`src/rtl/iir_inv_section2.sv`:
```
// iir_inv_section2
// Second-order inverse (pole-cancelling FIR) section:
//   y[n] = x[n] - MA1*x[n-1] - MA2*x[n-2]
// One 11x12 signed multiplier is time-shared across two cycles.
//
// Ports
//   clk        in   single clock, rising edge
//   rst_n      in   asynchronous active-low reset
//   in_valid   in   x carries a sample
//   in_ready   out  block accepts a sample this cycle (registered, IDLE only)
//   x          in   signed Q1.10 input sample
//   out_valid  out  y carries a result (registered)
//   out_ready  in   downstream accepts y this cycle
//   y          out  signed Q1.10 output sample (registered)
module iir_inv_section2 #(
    parameter logic signed [11:0] MA1 = 12'sh608,  // Q2.10, +1.5078
    parameter logic signed [11:0] MA2 = 12'shC8F   // Q2.10, -0.8604
) (
    input  logic               clk,
    input  logic               rst_n,
    input  logic               in_valid,
    output logic               in_ready,
    input  logic signed [10:0] x,
    output logic               out_valid,
    input  logic               out_ready,
    output logic signed [10:0] y
);

    typedef enum logic [1:0] {IDLE, M1, M2, OUT} state_t;

    state_t             state_q;
    logic               in_ready_q;
    logic               out_valid_q;
    logic signed [10:0] y_q;
    logic signed [10:0] xl_q;   // sample latched at accept
    logic signed [10:0] x1_q;   // x[n-1]
    logic signed [10:0] x2_q;   // x[n-2]
    // Q5.20: |x<<10| + |2 products| stays below 2^23, so 25 bits never overflow
    logic signed [24:0] acc_q;

    logic signed [10:0] mul_a;
    logic signed [11:0] mul_b;
    logic signed [22:0] prod;      // Q3.20
    logic signed [24:0] acc_load;  // x in Q5.20
    logic signed [24:0] diff;
    logic signed [24:0] rnd;
    logic signed [10:0] sat;

    // Shared multiplier: M2 uses x[n-2]/MA2, otherwise x[n-1]/MA1
    always_comb begin
        mul_a = x1_q;
        mul_b = MA1;
        if (state_q == M2) begin
            mul_a = x2_q;
            mul_b = MA2;
        end
        prod = 23'(mul_a) * 23'(mul_b);
    end

    always_comb begin
        acc_load = {{4{x[10]}}, x, 10'b0};
        diff     = acc_q - 25'(prod);
        // Round half up, then drop the 10 extra fraction bits
        rnd      = (diff + 25'sd512) >>> 10;
        sat      = rnd[10:0];
        if (rnd > 25'sd1023)
            sat = 11'sd1023;
        else if (rnd < -25'sd1024)
            sat = -11'sd1024;
    end

    always_ff @(posedge clk or negedge rst_n) begin
        if (!rst_n) begin
            state_q     <= IDLE;
            in_ready_q  <= 1'b0;
            out_valid_q <= 1'b0;
            y_q         <= '0;
            xl_q        <= '0;
            x1_q        <= '0;
            x2_q        <= '0;
            acc_q       <= '0;
        end else begin
            case (state_q)
                IDLE: begin
                    // in_ready comes up one edge after reset release
                    in_ready_q <= 1'b1;
                    if (in_ready_q && in_valid) begin
                        xl_q       <= x;
                        acc_q      <= acc_load;
                        in_ready_q <= 1'b0;
                        state_q    <= M1;
                    end
                end
                M1: begin
                    acc_q   <= diff;
                    state_q <= M2;
                end
                M2: begin
                    // History moves only here, so a stalled sample cannot corrupt it
                    y_q         <= sat;
                    x2_q        <= x1_q;
                    x1_q        <= xl_q;
                    out_valid_q <= 1'b1;
                    state_q     <= OUT;
                end
                OUT: begin
                    if (out_ready) begin
                        out_valid_q <= 1'b0;
                        in_ready_q  <= 1'b1;
                        state_q     <= IDLE;
                    end
                end
                default: state_q <= IDLE;
            endcase
        end
    end

    assign in_ready  = in_ready_q;
    assign out_valid = out_valid_q;
    assign y         = y_q;

endmodule

```
`config.mk`:
```
export PLATFORM = sky130hd
export DESIGN_NAME = iir_inv_section2
export DESIGN_NICKNAME = d
export VERILOG_FILES = /design/src/rtl/iir_inv_section2.sv
export SDC_FILE = /design/constraint.sdc
export NUM_CORES = 1
export LEC_CHECK = 0
export BUFFER_PORTS_ARGS = -buffer_cell sky130_fd_sc_hd__buf_4
export CAP_MARGIN = 0
export CORE_ASPECT_RATIO = 0.6
export CORE_MARGIN = 2
export CORE_UTILIZATION = 35
export CTS_CLUSTER_SIZE = 10
export DETAILED_ROUTE_END_ITERATION = 12
export PLACE_DENSITY = 0.56
export SLEW_MARGIN = 20
export SYNTH_ARGS = -nofsm -noshare
export SYNTH_HDL_FRONTEND = slang
export SYNTH_SLANG_ARGS = --single-unit
```
`constraint.sdc`:
```
create_clock -name clk -period 6.9 [get_ports clk]
set_input_delay 1.38 -clock clk [delete_from_list [all_inputs] [get_ports clk]]
set_output_delay 1.38 -clock clk [all_outputs]
set_load 0.02 [all_outputs]
```
======== Yosys cells after proc, flatten, opt, wreduce, memory -nomap -nowiden ========
Cells that the tools add are included.
Widths: inputs -> output; s select.
storage, ports and cells
  register bits ........................... 73
  word-level logic and storage cells ...... 42
  bits of input ports ..................... 15
  output and inout port bits .............. 13
operators by class
  mux-type cells .......................... 14
  equal/unequal tests ..................... 5
  multiply operators ...................... 1
  add/sub/neg operators ................... 2
  magnitude comparators ................... 2
  reduce and logical (&&, ||, !) cells .... 10
operators by type and width
  operator                count
  $pmux 25 s2             1
  $mux 11                 3
  $add 25x11->25 const B  1
  $mux 25                 1
  $sub 25x23->25          1
  $mul 11x12->23          1
  $gt 15x11->1 const B    1
  $lt 15x11->1 const B    1
  $mux 12                 1
  $reduce_and 2->1        5
  $pmux 2 s4              1
  $reduce_bool 2->1       3
  $eq 2x2->1 const B      2
  $mux 2                  2
  $ne 2x2->1 const B      2
  $pmux 1 s2              2
  $mux 1                  3
  $eq 2x1->1 const B      1
  $logic_not 2->1         1
  $logic_and 1x1->1       1

======== Logic depth before layout (Yosys ltp) ========
Gate-level depths: netlist (run 1).
  depth in word-level cells ............... 8
  mapped depth ............................ 29

======== Worst setup path after synthesis (run 1) ========
OpenSTA, ideal clock, no wires.
  path kind ............................... register -> register
  start ................................... register state_q[0]
  end ..................................... register y_q[5], in the netlist y[5]
  cell stages (with the launch flop) ...... 28
  slack ................................... -0.431 ns
  data required time ...................... 6.758 ns
  buffers on the path ..................... 3
  data arrival time ....................... 7.188 ns
  path through ............................ dfrtp_1 > inv_1 > ha_1 > clkbuf_1 > clkbuf_1 > nand2_1 > inv_1 > fa_1 > inv_1 > fa_1 > fa_1 > fa_1 > inv_1 > fa_1 > inv_1 > ha_1 > clkbuf_1 > a21oi_1 > inv_1 > a211oi_1 > o21ai_1 > nand2b_1 > xnor2_1 > and4_4 > nand4_4 > o221ai_2 > nand2b_1 > a21oi_1
on the way
  cells in the longest elaborated chain, start to end .. 8
  elaborated cells on any way between the ends .. 10
RTL lines
  element                             line    text
  start, declared                     31      state_t state_q;
  start signal, assigned              74      state_q <= IDLE;
  start signal, assigned              91      state_q <= M1;
  start signal, assigned              96      state_q <= M2;
  $eq 2x2->1 *                        53, 83
  $mux 11 or $mux 12 (tied branches)  53      if (state_q == M2) begin
  $mul 11x12->23                      57      prod = 23'(mul_a) * 23'(mul_b);
  $sub 25x23->25                      62      diff = acc_q - 25'(prod);
  $add 25x11->25                      64      rnd = (diff + 25'sd512) >>> 10;
  $lt 15x11->1                        68      else if (rnd < -25'sd1024)
  $mux 11                             68
  $mux 11                             66      if (rnd > 25'sd1023)
  end signal, assigned                100     y_q <= sat;
  end, declared                       34      logic signed [10:0] y_q;
Every way passes the cells marked *; elsewhere a longest branch is shown, timed or not.
A chain may end at the register's enable or synchronous reset.

======== Worst setup path in the final report (run 1) ========
  start ................................... register state_q[1]
  end ..................................... register y_q[5], in the netlist y[5]
Same word-level chain as after synthesis.

==> results of run 1 <==
## cell families (layout without fill, tap and decap cells)
logic type	after synthesis	count (layout)	synth area share [%]
adders and majority gates	200	200	37.9
muxes	28	28	3.61
DFF	73	73	21.0
other	1	1	0.0430
xor gates and xnor gates	41	41	4.21
AOI/OAI and AO/OA	150	151	12.1
buffers and inverters	239	348	10.4
and+or+nand+nor	174	174	10.7
## worst max-delay path: cells and delay by family, from the launching register on
kind,cells,cell delay (ps)
fa+ha+maj,7,3100
flops,1,420
compound gates,8,1570
buf+inv,8,700
simple gates,5,990
## layout by cell type (no fill, tap or decap), drive strengths merged, types with 4 or more instances in the layout
cell,count
a222oi,7
o21ai,47
nor2b,6
xnor2,28
nor3,8
nand2,59
inv,216
a21o,5
a21oi,44
mux2,27
nor2,37
o31ai,5
a221o,5
nand4,11
and2,8
nand2b,16
a211oi,6
nor4,4
fa,107
nand3,10
clkbuf,10
ha,93
dfrtp,73
buf,116
xor2,13
## area by class of cell
class | instances | area [sq um] | share of cell area [%]
well taps | 322 | 403 | 3.73
flip-flops and latches | 73 | 1830 | 16.9
multi-input cells | 595 | 6470 | 60.0
repair buffers | 116 | 923 | 8.56
clock inverters | 6 | 115 | 1.07
inverters | 216 | 817 | 7.57
clock buffers | 10 | 229 | 2.12
## layer usage
layer / global-route usage, % / wire length [um]
met5: 0 / 0
met4: 2.50 / 155
met3: 6.26 / 1720
met2: 22.8 / 8580
met1: 31.1 / 12900
## what timing repair did
| item | CTS | global route |
|---|---|---|
| resized for setup | 12 | 73 |
| pin swaps | 2 | 39 |
| cloned | 0 | 1 |
| setup buffers | 3 | 20 |
| setup endpoints to repair | 10 | 11 |
## metrics by stage
step	instance area [sq um]	util [%]	setup WS, ps
after detailed placement	9850	40.5	-139
final	10800	44.3	64.9
after global routing	10800	44.3	-181
after global placement	9850	40.5	-86.2
after floorplan	8830	-	3.70
after CTS	10300	42.3	8.41
## flip-flops by register name (all words and copies together) (netlist names)
| register | count |
|---|---|
| x2_q | 11 |
| x1_q | 11 |
| y | 11 |
| xl_q | 11 |
| out_valid | 1 |
| in_ready | 1 |
| acc_q | 25 |
| state_q | 2 |
## worst max-delay path by stage
stage	startpoint	endpoint	slack [ps]	cells after the start
after detailed placement	state_q[0]	y[8]	-140	28
final	state_q[1]	y[5]	60	28
after floorplan	state_q[0]	y[1]	4	29
after global routing	state_q[0]	y[5]	-180	29
after CTS	state_q[0]	y[6]	8	29
after global placement	state_q[0]	y[9]	-90	28
==> results.cfg, run 1 <==
[run_status]
run_status = completed

[global_route]
grt_pass1_wl_mm = 37.6
antenna_found_initial = 0
grt_pass1_vias = 6477
grt_max_degree = 43
grt_use_total_pct = 18.7
grt_overflow = 0

[logic_synthesis]
netlist_instances = 906
synth_area_sq_um = 8710
synth_edf_count = 0
synth_common_cells = 216 x inv_1, 107 x fa_1, 93 x ha_1
ys_seq_area_share_pct = 21.0
yosys_warnings = 0
yosysUniqueCellTypes = 75
synth_top_cell_by_area = fa_1
async_flop_share_pct = 100
yosysMostFrequentCell = inv_1
synthFlopType = dfrtp_1
synth_top_area_share_pct = 24.6
ys_ff_latch = 73
synth_area_leaders = fa_1 25%, dfrtp_1 21%, ha_1 13%
syn_area_per_cell_sq_um = 9.61
syn_nets = 1121

[setup_path]
arrival_ps = 7120
worstRegToRegCells = 28
r2r_slack_ps = 60
cp-end-kind = register
worst_path_max_delay_cell = fa_2
max_stage_delay_ps = 610
r2r-end = y[5]
required_ps = 7180
crit_type = register to register
cp_max_fo = 8
crit_path_start_kind = register
reg2reg_from = state_q[1]
critPathMostFrequentCell = fa_1

[clocking]
ctsHtreeMaxLevel = 3
cts_root_buf = clkbuf_16
ctsHoldBuffers = 0
cts_buffers = 9
clk_pin_slew_ps = 60
cts_buffer_depth = 2
clk_latency_ps = 360
cts_tree = yes
cts_sinks = 73

[hold_path]
hold_path_end = x1_q[10]
hp-class = register to register
holdPathStages = 2
hp-start = xl_q[10]

[floorplan]
io_pins = 28
floorplan.initialDensity_pct = 35.8
die_x_um = 208
die-area_sq_um = 26200
fp.coreArea_sq_um = 24300
die_h_um = 126
rows = 44

[placed_design]
dpl.cell_count = 1299
portBuffers = 27
dpl.hpwl_mm = 19.0
place.gp.congestion = 0.895

[sta]
clock_skew_ps = 11.7
drv_slew = 0
fin_hold_ws_ps = 478
min_period_ps = 6840
tightest_slew_ps = 756
fmax_ghz = 0.146
finalHoldViolCount = 0
timing.final.crit_share_pct = 99.1
tns_ps = 0
rsz0062_at_grt = true
relSlewSlack_pct = 49.5
setup_violations = 0

[cells_and_area]
finalNonFillerCells = 1338
fill_cells = 2369
antenna_cells = 0
drive_above_1_share_pct = 25.7
nNetsFinal = 1226
area_growth_pct = 23.8

[drt]
final_antenna_net_count = 0
drt_iter0_drc = 498
viasPerCell = 4.88
route.detailed.drc = 0
vias = 6534
wl_per_cell_um = 17.5
postRouteWirelength_mm = 23.4
dr.pass1.iters = 7

[flow_run]
drv_cap = 0
Power of run 1 is not shown: default switching activity piles up to over one toggle a cycle in this logic, so the estimate is an artifact.
==> run 2: changes to the inputs <==
--- a/config.mk
+++ b/config.mk
@@ -10,9 +10,11 @@
 export CORE_ASPECT_RATIO = 0.6
 export CORE_MARGIN = 2
 export CORE_UTILIZATION = 35
+export CTS_CLUSTER_DIAMETER = 50
 export CTS_CLUSTER_SIZE = 10
 export DETAILED_ROUTE_END_ITERATION = 12
 export PLACE_DENSITY = 0.56
+export REMOVE_ABC_BUFFERS = 1
 export SLEW_MARGIN = 20
 export SYNTH_ARGS = -nofsm -noshare
 export SYNTH_HDL_FRONTEND = slang
==> run 2 against run 1 <==
Via count grew 1.9%. Fmax grew 2.1%. Worst setup slack gained 140 ps. Sequential share of layout area shrank 0.94 points. Critical endpoint is now y[7]. Die area is the same. Flip-flop and latch count is the same. Routed wire length grew 3.1%. Count of clock-buffer cells in the layout grew 1. Utilization grew 2.6 points. Largest cell class unchanged. Final cell count grew 4.0%.
==> results.cfg, run 2 (same netlist as run 1, synthesis figures left out) <==
[global_route]
grt_max_degree = 74
grt_overflow = 0
grt_pass1_wl_mm = 38.6
antenna_found_initial = 1
grt_use_total_pct = 19.4
grt_pass1_vias = 6552

[sta]
rsz0062_at_grt = true
timing.final.crit_share_pct = 97.0
layout_setup_ws_ps = 207
finalHoldViolCount = 0
relSlewSlack_pct = 49.1
min_period_ps = 6690
fin_hold_ws_ps = 482
clock_skew_ps = 7.60
setup_violations = 0
tightest_slew_ps = 762
drv_slew = 0
fmax_ghz = 0.149

[floorplan]
die_h_um = 126
io_pins = 28
fp.coreArea_sq_um = 24300
floorplan.initialDensity_pct = 35.8
rows = 44
die_x_um = 208
die-area_sq_um = 26200

[placed_design]
portBuffers = 27
place.gp.congestion = 0.915
preCtsSetupSlack_ps = -213
dpl.hpwl_mm = 19.0

[drt]
final_antenna_net_count = 0
dr.pass1.iters = 5
wl_per_cell_um = 17.3
route.detailed.drc = 0
drt_iter0_drc = 486
viasPerCell = 4.79
postRouteWirelength_mm = 24.1
vias = 6661

[cells_and_area]
area_growth_pct = 31.1
drive_above_1_share_pct = 32.3
nNetsFinal = 1280
regMostFlops = acc_q
mostFrequentLayoutCells = 207 x inv_1, 155 x buf_4, 102 x fa_1
largest_reg_flops = 25
final_common_cell = inv_1
antenna_cells = 0

[clocking]
cts_root_buf = clkbuf_16
clk_pin_slew_ps = 60
cts_sinks = 73
cts_buffers = 9
clk_latency_ps = 370
ctsHtreeMaxLevel = 3
cts_tree = yes
ctsHoldBuffers = 0
cts_buffer_depth = 2

[setup_path]
worstRegToRegCells = 30
arrival_ps = 6990
worst_path_max_delay_cell = fa_2
required_ps = 7200
critPathMostFrequentCell = fa_1
cp-end-kind = register
crit_path_start_kind = register
cp_max_fo = 5
crit_type = register to register
max_stage_delay_ps = 620

[hold_path]
hp-class = register to register
holdPathStages = 2

[flow_run]
drv_cap = 0

[run_status]
run_status = completed
## run 2: changes by cell type in the layout (fill, tap and decap cells not counted), sizes merged
cell,previous run,this run
clkinv,1,3
clkinvlp,2,1
a31oi,2,3
buf,116,169
bufinv,3,1
clkbuf,10,11
## run 2: metrics by stage
| step | utilization (%) | std cells | area [sq um] | TNS (ps) |
|---|---|---|---|---|
| floorplan | - | 883 | 8610 | -7460 |
| global placement | 41.1 | 1337 | 10000 | -1360 |
| detailed placement | 41.1 | 1337 | 10000 | -1990 |
| CTS | 43.0 | 1359 | 10500 | 0 |
| global route | 46.9 | 1392 | 11400 | -696 |
| finish | 46.9 | 1392 | 11400 | 0 |
## run 2: cell type report
class	count	area, sq um
fillers	2299	12900
multi-input cells	596	6760
flip-flops and latches	73	1830
repair buffers	169	1320
inverters	216	816
well taps	322	403
clock buffers	11	233
clock inverters	5	56.3
## run 2: final timing paths
kind	startpoint	to	slack, ps
setup / recovery	state_q[0]	y[7]	210
hold / removal	acc_q[7]	acc_q[7]	480
setup reg to reg	state_q[0]	y[7]	210
hold reg to reg	acc_q[7]	acc_q[7]	480
max in group asynchronous	rst_n	acc_q[23]	5330
min in group asynchronous	rst_n	xl_q[1]	1050
## run 2: layer usage
metal	share of wire [%]	track usage (%)	vias up
met2	36	23.0	165
met1	55	32.3	3240
met4	0.73	4.01	0
li1	-	-	3244
met3	8.1	6.21	12
met5	0	0	-
## run 2: critical path, delay by kind of cell, from the launching register on
| kind | cells | cell delay [ps] |
|---|---|---|
| adder cells (fa/ha/maj) | 7 | 3130 |
| AO/OA/AOI/OAI | 8 | 1490 |
| AND/OR/NAND/NOR | 6 | 880 |
| buffers and inverters | 9 | 730 |
| flip-flops | 1 | 380 |
## run 2: what timing repair did
| action | CTS | global route |
|---|---|---|
| pin swaps | 5 | 67 |
| setup buffers | 5 | 33 |
| gates cloned | 1 | 1 |
| gates resized for setup | 23 | 143 |
| endpoints found under the setup margin | 10 | 11 |
Power of run 2 is left out for the same reason.
==> run 3: changes to the inputs <==
--- a/config.mk
+++ b/config.mk
@@ -7,7 +7,7 @@
 export LEC_CHECK = 0
 export BUFFER_PORTS_ARGS = -buffer_cell sky130_fd_sc_hd__buf_4
 export CAP_MARGIN = 0
-export CORE_ASPECT_RATIO = 0.6
+export CORE_ASPECT_RATIO = 1.4
 export CORE_MARGIN = 2
 export CORE_UTILIZATION = 35
 export CTS_CLUSTER_DIAMETER = 50
==> run 3 against run 2 <==
Die area about the same. Worst setup slack worse by 50 ps. Clock skew rose by 3.7 ps. Non-clock buffer count is 13 higher. Global-route usage down 0.44 points. Via count is 1.2% higher.
==> results.cfg, run 3 (same netlist as run 1, synthesis figures left out) <==
[setup_path]
worstRegToRegCells = 28
reg2reg_from = state_q[1]
r2r_slack_ps = 160
required_ps = 7180
arrival_ps = 7020
max_stage_delay_ps = 620
worst_path_max_delay_cell = fa_2
cp-end-kind = register
cp_num_buf_inv = 9
crit_type = register to register
r2r-end = y[0]
critPathMostFrequentCell = fa_1
crit_path_start_kind = register
cp_max_fo = 5
crit_family = adder cells

[floorplan]
fp.coreArea_sq_um = 24600
die_x_um = 137
die-area_sq_um = 26200
io_pins = 28
rows = 68
die_h_um = 191
floorplan.initialDensity_pct = 35.4

[cells_and_area]
drive_above_1_share_pct = 30.4
antenna_cells = 0
mostFrequentLayoutCells = 212 x inv_1, 174 x buf_4, 105 x fa_1
largest_reg_flops = 25
area_growth_pct = 29.8
final_common_cell = inv_1
regMostFlops = acc_q
nNetsFinal = 1292

[placed_design]
portBuffers = 27
place.gp.congestion = 0.892
dpl.hpwl_mm = 18.6
preCtsSetupSlack_ps = -262

[drt]
dr.pass1.iters = 4
route.detailed.drc = 0
final_antenna_net_count = 0
vias = 6742
postRouteWirelength_mm = 23.0
viasPerCell = 4.83
wl_per_cell_um = 16.5
drt_iter0_drc = 342

[global_route]
grt_overflow = 0
grt_pass1_wl_mm = 37.9
grt_max_degree = 55
grt_pass1_vias = 7279
grt_use_total_pct = 18.9
antenna_found_initial = 0

[clocking]
clk_pin_slew_ps = 60
cts_tree = yes
clk_latency_ps = 350
cts_buffer_depth = 2
ctsHtreeMaxLevel = 3
cts_root_buf = clkbuf_16
cts_sinks = 73
ctsHoldBuffers = 0
cts_buffers = 9

[hold_path]
hp-class = register to register
holdPathStages = 2
hold_path_end = x1_q[4]
hp-start = xl_q[4]

[sta]
timing.final.crit_share_pct = 97.7
fmax_ghz = 0.148
relSlewSlack_pct = 45.2
drv_slew = 0
clock_skew_ps = 11.3
tightest_slew_ps = 819
tns_ps = 0
finalHoldViolCount = 0
min_period_ps = 6740
layout_setup_ws_ps = 156
setup_violations = 0

[flow_run]
drv_cap = 0

[run_status]
run_status = completed
-- run 3: cell types whose count changed in the layout (fill, tap and decap cells not counted), moves of 3 or more --
cell,delta
fa_2,-3
nand2b_4,-8
nand2b_1,+8
buf_12,+5
inv_1,+5
inv_2,-4
a21oi_1,+11
fa_1,+3
buf_6,-12
a21oi_2,-9
buf_4,+19
-- run 3: timing repair --
action                                 in CTS  in global routing
resized for setup                          18                 97
pin swaps                                  10                 58
setup buffers                               9                 28
cloned                                      1                  1
setup endpoints to repair                  10                 11
endpoints found under the hold margin       0                  0
-- run 3: layout make-up --
cell class | instances | area, sq um
Clock inverter | 3 | 17.5
Multi-Input combinational cell | 595 | 6550
Clock buffer | 11 | 253
Inverter | 216 | 813
Fill cell | 2304 | 13300
Timing Repair Buffer | 182 | 1450
Tap cell | 315 | 394
Sequential cell | 73 | 1830
-- run 3: worst max path at each step --
stage / startpoint / to / depth (start not counted)
global placement: state_q[0] / y[0] / 29
finish: state_q[1] / y[0] / 28
CTS: state_q[0] / y[9] / 26
floorplan: state_q[0] / y[5] / 24
detailed placement: state_q[0] / y[2] / 28
global route: state_q[1] / y[4] / 33
-- run 3: routing by layer --
| metal | vias to the layer above | wire (um) | GRT usage, % |
|---|---|---|---|
| li1 | 3264 | - | - |
| met5 | - | 0 | 0 |
| met2 | 67 | 12800 | 34.9 |
| met3 | 33 | 391 | 2.13 |
| met4 | 0 | 573 | 6.07 |
| met1 | 3378 | 9290 | 22.6 |
-- run 3: worst min-delay path: stages, from the launching register on --
cell	delay (ps)
dfrtp_1	340
nand2_1	50
o21ai_0	60
-- run 3: stage by stage --
stage / area, sq um / util (%) / cells / hold WS (ps)
final: 11300 / 46.0 / 1395 / 482
after CTS: 10600 / 43.1 / 1367 / 487
after global placement: 10200 / 41.3 / 1343 / 463
after global routing: 11300 / 46.0 / 1395 / 516
after detailed placement: 10200 / 41.3 / 1343 / 471
after floorplan: 8610 / - / 883 / 448
Power of run 3 is left out for the same reason.
